[src/rtl/inst_axi_rd_bridge.sv]
// Purpose: bridges the fetch stage's req/addr_ok/data_ok read port onto AXI4 AR/R, single-beat in-order reads.
// Latency: accept -> arvalid 1 cycle; R beat -> data_ok/rdata combinational in the handshake cycle.
// Backpressure: arready low holds the AR beat stable and blocks new accepts; accepts stop at MAX_OUTSTANDING in flight.
module inst_axi_rd_bridge #(
  parameter logic [3:0] ARID_VAL        = 4'd0,
  parameter int         MAX_OUTSTANDING = 2
) (
  input  logic        clk,
  input  logic        resetn,
  // fetch-side SRAM-like port
  input  logic        inst_sram_req,
  input  logic        inst_sram_wr,
  input  logic [1:0]  inst_sram_size,
  input  logic [31:0] inst_sram_addr,
  output logic        inst_sram_addr_ok,
  output logic        inst_sram_data_ok,
  output logic [31:0] inst_sram_rdata,
  output logic [3:0]  axi_arid,
  // AXI read-address channel
  output logic [3:0]  arid,
  output logic [31:0] araddr,
  output logic [7:0]  arlen,
  output logic [2:0]  arsize,
  output logic [1:0]  arburst,
  output logic [1:0]  arlock,
  output logic [3:0]  arcache,
  output logic [2:0]  arprot,
  output logic        arvalid,
  input  logic        arready,
  // AXI read-data channel
  input  logic [3:0]  rid,
  input  logic [31:0] rdata,
  input  logic [1:0]  rresp,
  input  logic        rlast,
  input  logic        rvalid,
  output logic        rready
);

  localparam int              CNT_W   = $clog2(MAX_OUTSTANDING + 1);
  localparam logic [CNT_W-1:0] CNT_MAX = CNT_W'(MAX_OUTSTANDING);
  localparam logic [CNT_W-1:0] CNT_ONE = CNT_W'(1);

  typedef enum logic {
    AR_IDLE = 1'b0,
    AR_SEND = 1'b1
  } ar_state_e;

  ar_state_e        state_q, state_d;
  logic [31:0]      araddr_q, araddr_d;
  logic [2:0]       arsize_q, arsize_d;
  logic             arvalid_q, arvalid_d;
  logic [CNT_W-1:0] out_cnt_q, out_cnt_d;

  logic r_done;
  logic cnt_room;
  logic accept;

  // The response status is deliberately not forwarded; fetch only sees data.
  logic unused_rresp;
  assign unused_rresp = ^rresp;

  // Fixed AR attributes: single-beat INCR, normal access, ARID_VAL on every read.
  assign arid     = ARID_VAL;
  assign axi_arid = ARID_VAL;
  assign arlen    = 8'd0;
  assign arburst  = 2'b01;
  assign arlock   = 2'b00;
  assign arcache  = 4'd0;
  assign arprot   = 3'd0;

  // R side: only a final beat carrying our ID retires a read; foreign IDs are
  // left unacknowledged to fetch and do not touch the outstanding count.
  assign rready            = (out_cnt_q != '0);
  assign r_done            = rvalid & rready & rlast & (rid == ARID_VAL);
  assign inst_sram_data_ok = r_done;
  assign inst_sram_rdata   = rdata;

  // A read retiring this cycle frees its slot immediately, so a full bridge can
  // accept in the same cycle as a return; the counter then holds its value.
  // Gating with resetn keeps addr_ok low while reset is asserted even if fetch
  // keeps req high.
  assign cnt_room          = (out_cnt_q < CNT_MAX) | r_done;
  assign accept            = resetn & (state_q == AR_IDLE) & inst_sram_req &
                             ~inst_sram_wr & cnt_room;
  assign inst_sram_addr_ok = accept;

  assign araddr  = araddr_q;
  assign arsize  = arsize_q;
  assign arvalid = arvalid_q;

  // AR FSM next state: latch the request on accept, hold it until arready.
  always_comb begin
    state_d   = state_q;
    araddr_d  = araddr_q;
    arsize_d  = arsize_q;
    arvalid_d = arvalid_q;
    case (state_q)
      AR_IDLE: begin
        if (accept) begin
          araddr_d  = inst_sram_addr;
          arsize_d  = {1'b0, inst_sram_size};
          arvalid_d = 1'b1;
          state_d   = AR_SEND;
        end
      end
      AR_SEND: begin
        if (arvalid_q & arready) begin
          arvalid_d = 1'b0;
          state_d   = AR_IDLE;
        end
      end
      default: begin
        arvalid_d = 1'b0;
        state_d   = AR_IDLE;
      end
    endcase
  end

  // Outstanding count: +1 per accept, -1 per retired read, unchanged when both.
  always_comb begin
    out_cnt_d = out_cnt_q;
    case ({accept, r_done})
      2'b10:   out_cnt_d = out_cnt_q + CNT_ONE;
      2'b01:   out_cnt_d = out_cnt_q - CNT_ONE;
      default: out_cnt_d = out_cnt_q;
    endcase
  end

  // State, AR payload and counter registers; reset drops all pending reads.
  always_ff @(posedge clk or negedge resetn) begin
    if (!resetn) begin
      state_q   <= AR_IDLE;
      araddr_q  <= 32'd0;
      arsize_q  <= 3'd0;
      arvalid_q <= 1'b0;
      out_cnt_q <= '0;
    end else begin
      state_q   <= state_d;
      araddr_q  <= araddr_d;
      arsize_q  <= arsize_d;
      arvalid_q <= arvalid_d;
      out_cnt_q <= out_cnt_d;
    end
  end

endmodule

[config.mk]
export PLATFORM = sky130hd
export DESIGN_NAME = inst_axi_rd_bridge
export DESIGN_NICKNAME = d
export VERILOG_FILES = /design/src/rtl/inst_axi_rd_bridge.sv
export SDC_FILE = /design/constraint.sdc
export NUM_CORES = 1
export LEC_CHECK = 0
export CORE_ASPECT_RATIO = 1.25
export CORE_UTILIZATION = 25
export CTS_CLUSTER_SIZE = 24
export DETAILED_ROUTE_END_ITERATION = 12
export PLACE_DENSITY = 0.61
export SETUP_SLACK_MARGIN = 0.4
export SLEW_MARGIN = 20
export SYNTH_ARGS = -nofsm -noshare
export SYNTH_HDL_FRONTEND = slang
export SYNTH_SLANG_ARGS = --single-unit
export TNS_END_PERCENT = 1
[constraint.sdc]
create_clock -name clk -period 2.8 [get_ports clk]
set_clock_uncertainty 0.15 [all_clocks]
set_input_delay 0.56 -clock clk [delete_from_list [all_inputs] [get_ports clk]]
set_output_delay 0.56 -clock clk [all_outputs]
set_load 0.01 [all_outputs]
Word-level counts from Yosys, hierarchy flattened
Index checks and enable logic that the tools add are counted.
{ "word_totals": {"output_inout_bits": 98, "reg_bits": 38, "elab_cells": 35, "input_bits": 79} }
{ "op_classes": {"magnitude_cmp": 1, "reduce_logical": 5, "add_sub_neg": 2, "n_bitwise": 11, "muxes": 7, "eq_ne": 4} }
{ "op_table": {"columns": ["op", "count"], "rows": [
  ["AND 1 bit", 8],
  ["logical NOT 4 bit", 1],
  ["two-way mux 1 bit", 4],
  ["case mux 1 bit (2 select lines)", 2],
  ["case mux 2 bit (2 select lines)", 1],
  ["AND reduction 2 bit", 2],
  ["nonzero test 2 bit", 2],
  ["adder 2 x 1 -> 2 bit (second input constant)", 1],
  ["equality test 2 x 1 -> 1 bit (second input constant)", 1],
  ["equality test 2 bit (second input constant)", 1],
  ["less-than comparator 2 bit (second input constant)", 1],
  ["inequality test 2 x 1 -> 1 bit (second input constant)", 1],
  ["inequality test 2 bit (second input constant)", 1],
  ["inverter 1 bit", 2],
  ["subtractor 2 x 1 -> 2 bit (second input constant)", 1],
  ["OR 1 bit", 1]
]} }

Depth between registers and ports, before layout
{ "logic_depth": {"depth_word": 8, "mapped_depth": 10, "depth_no_buf": 7} }

Least setup slack after synthesis
No wires, ideal clock.
{ "synth_path": {"kind": "in2reg", "from": "input rid[1]", "to": "register out_cnt_q[1]", "t_required_ps": 2570, "path_stages": 9, "arrival_ps": 2505, "slack_ps": 65, "n_path_buf": 3, "setup_ps": 80, "cell_sequence": "or4b_1 -> buf_2 -> or3_1 -> buf_6 -> buf_6 -> inv_1 -> ha_1 -> nor2_1 -> xor2_1"} }
{ "synth_between": {"elab_chain_cells": 6, "word_cells_on_any_way": 8, "cone_classes": "eq/ne: 2; mux: 1; bitwise: 3; reduce/logical: 2"} }
{ "synth_rtl": {"columns": ["element", "line", "source"], "rows": [
  ["start: declaration", "31", "input logic [3:0] rid,"],
  ["logical NOT 4 bit *", "74", "assign r_done = rvalid & rready & rlast & (rid == ARID_VAL);"],
  ["AND 1 bit *", "74", null],
  ["via inst_sram_data_ok", "16", "output logic inst_sram_data_ok,"],
  ["OR 1 bit", "82", "assign cnt_room = (out_cnt_q < CNT_MAX) | r_done;"],
  ["AND 1 bit", "84", "~inst_sram_wr & cnt_room;"],
  ["equality test 2 x 1 -> 1 bit or equality test 2 bit (tied branches)", "122", "case ({accept, r_done})"],
  ["case mux 2 bit (2 select lines) or nonzero test 2 bit (tied branches)", null, null],
  ["end signal: assignment", "142", "out_cnt_q <= out_cnt_d;"],
  ["end: declaration", "52", "logic [CNT_W-1:0] out_cnt_q, out_cnt_d;"]
]} }
Mark *: on every way through the listed nets, which the timed path passes. The rest lies on a longest branch.
A chain may end at the register's enable or synchronous reset.

Final worst setup path
{ "layout_path": {"from": "input rlast", "to": "output inst_sram_data_ok"} }
{ "layout_between": {"elab_chain_cells": 2} }
{ "layout_rtl": {"columns": ["element", "line", "source"], "rows": [
  ["start: declaration", "34", "input logic rlast,"],
  ["AND 1 bit (2 in a row)", "74", null],
  ["end: declaration", "16", null]
]} }
Every way passes these cells.

==> run metrics <==
CTS tree=done; Reg area=952 um2; Final Max Slew Viols=0; # Max-Cap Violations=0; initial antenna violation count=0; # DRC=0; Cell Area, Synth=3010 um2; vias in the first global route=2,426; DRT iter0 DRCs=88; core area=11,700 um2; TritonCTS Buffers=5; ant diodes=0; Initial Util=25.8%; Final ANT Viol Nets=0; Post-Place Cells=511; Cell Rows=44; Max clock buf depth=2; DR WL/cell=14.0 um; PwrDens=777 nW/um2; Routed WL=7300 um; Synth-to-Final Area Change=27.9%; Synth cell types=23; top layer in use=met4; Tcrit/Tclk final=86.5%; critical path required time=2.09 ns; Pint=1.89 mW; Seq/Total Area, Yosys=31.6%; met3 WL=349 um; Synthesis Warnings=0; Flop pwr share=30.8%; post-DP HPWL=4630 um; Placer Congestion=0.660; Max-Slew Margin vs Limit=53.5%; Critical Path Sink Type=output port; syn_area_per_cell=9.51 um2; largest net degree at the start of global routing=70; metal2 WL=3690 um; total track usage=12.2%; Setup TNS=0 ns; Hold Violations, Final=0; clk sink count=38; clock share of power=19.4%; WP data arrival=1.71 ns; via/cell ratio=4.49; H-Tree Depth=2; multi-input combinational cell area=1620 um2; startpoint types=input pin; critical path class=input pin to output port; Hold Crit Class=input pin to async pin; Clk pin slew, worst setup/hold paths=0.06 ns; hold_ws=0.235 ns; First-pass DRT Iterations=4; GR Overflow Total=0; Fillers=1,212; Slew @ Worst Pin=0.697 ns; Final #Nets=438; Mapped Cells=316; Clock Latency Late Sink=0.28 ns; M1 wire length=3150 um; Sw Share=36.8%; fmax=413 MHz; Pleak=1.37 nW; non-filler cells, final=520; Reg2Reg Setup Slack=0.82 ns; # setup viols final=0; layout cells sized above 1=17.8%; post-layout util=32.9%; DIE HEIGHT=125 um; Gate power share=49.8%; first-pass GRT wire length=12,000 um; RSZ-0062 raised after global routing=yes; Seq cells post-synth=38; die area=12,500 um2; CTS root buffer=clkbuf_16; Die Wd=100 um; Critical Path Fanout Max=2; IO Port Bufs=82; status=finished clean; P_sw=1.10 mW; Power, Total=2.99 mW; Hold Buf Count CTS=0; Via Count=2,337; I/O pins=177; Max VDD drop=0.396 mV; post-layout min period=2.42 ns
-- Yosys cell counts --
cell type	count	area (um2)
or3_1	1	6.26
buf_4	60	450
nand2_1	37	139
a22o_1	2	17.5
nor4bb_1	1	10.0
and2_1	1	6.26
or4b_1	1	10.0
inv_1	2	7.51
nand2b_1	1	6.26
clkbuf_1	21	78.8
buf_2	2	10.0
xnor2_1	2	17.5
o211ai_1	39	293
conb_1	2	7.51
mux2i_1	34	340
o211ai_2	29	363
ha_1	1	12.5
xor2_1	1	8.76
dfrtp_1	38	951
nor2b_1	34	213
nor2_1	2	7.51
buf_6	4	45.0
o21ai_0	1	5.00
-- sequential cells by signal, summed over array words and instances, names as in the netlist --
| register | flops |
|---|---|
| araddr | 32 |
| arsize | 2 |
| arvalid | 1 |
| out_cnt_q | 2 |
| state_q | 1 |
-- metal layers --
metal  vias up  track usage (%)
met5         -                0
met2        75             21.2
met1      1149             14.9
met4         0             3.67
met3         9             2.53
li1       1104                -
-- metrics by stage --
| step | worst slack, ns | cell area (um2) |
|---|---|---|
| finish | 0.379 | 3840 |
| global route | 0.336 | 3840 |
| CTS | 0.369 | 3840 |
| detailed placement | -0.532 | 3670 |
| global placement | -0.527 | 3670 |
| floorplan | 0.176 | 3130 |
-- critical path, stage by stage --
cell and delay (ns):
clkdlybuf4s15_1 0.16, or4b_4 0.47, or3_4 0.37, inv_6 0.06
buf_6 0.09
-- layout by cell type, fill, tap and decap left out --
| cell | n |
|---|---|
| ha_4 | 1 |
| xor2_1 | 1 |
| a22o_1 | 2 |
| nand2b_4 | 1 |
| o21ai_4 | 1 |
| clkinv_2 | 1 |
| nor2_1 | 2 |
| nor4bb_4 | 1 |
| or3_4 | 1 |
| clkdlybuf4s50_1 | 75 |
| nand2_1 | 37 |
| buf_4 | 12 |
| clkbuf_16 | 5 |
| dfrtp_1 | 37 |
| clkbuf_1 | 1 |
| dfrtp_2 | 1 |
| clkbuf_8 | 1 |
| inv_6 | 1 |
| buf_2 | 4 |
| mux2i_1 | 34 |
| or4b_4 | 1 |
| buf_6 | 4 |
| inv_1 | 1 |
| nor2b_1 | 34 |
| o211ai_2 | 29 |
| conb_1 | 28 |
| clkdlybuf4s15_1 | 1 |
| o211ai_1 | 39 |
| xnor2_1 | 2 |
| and2_1 | 1 |
-- final cells by class --
cell class / instances / area share [%]
multi-input cells: 215 / 42.0
flip-flops and latches: 38 / 24.8
repair buffers: 96 / 23.8
well taps: 161 / 5.24
clock buffers: 7 / 3.71
inverters: 2 / 0.325
clock inverters: 1 / 0.130
-- repair_timing --
action,4_1_cts,5_1_grt
setup buffers,1,0
pin swaps,3,0
gates resized for setup,27,1
setup endpoints to repair,38,2
-- kinds of logic after synthesis --
family | after synthesis | share of synthesized area (%)
flip-flops | 38 | 31.6
XOR/XNOR | 3 | 0.874
multiplexers | 34 | 11.3
AO/OA/AOI/OAI | 71 | 22.6
AND/OR/NAND/NOR | 78 | 13.2
other | 2 | 0.250
adder cells (fa/ha/maj) | 1 | 0.416
buffers and inverters | 89 | 19.7
-- power groups by stage --
| stage | sequential [mW] | clock (mW) | combinational (mW) |
|---|---|---|---|
| floorplan | 0.976 | 0 | 0.899 |
| global placement | 0.913 | 0 | 1.46 |
| detailed placement | 0.921 | 0 | 1.51 |
| CTS | 0.920 | 0.617 | 1.51 |
| global route | 0.953 | 0.634 | 1.63 |
| finish | 0.921 | 0.580 | 1.49 |
-- worst paths after layout --
path,startpoint,end,cells past startpoint
worst max-delay path,rlast,inst_sram_data_ok,5
worst min-delay path,resetn,araddr[19],2
worst max register to register,state_q,araddr[23],5
worst min register to register,out_cnt_q[0],out_cnt_q[0],1
max in group asynchronous,resetn,out_cnt_q[1],2
min in group clk,out_cnt_q[0],out_cnt_q[0],1
Note: power is estimated with default switching activity, not from simulation.
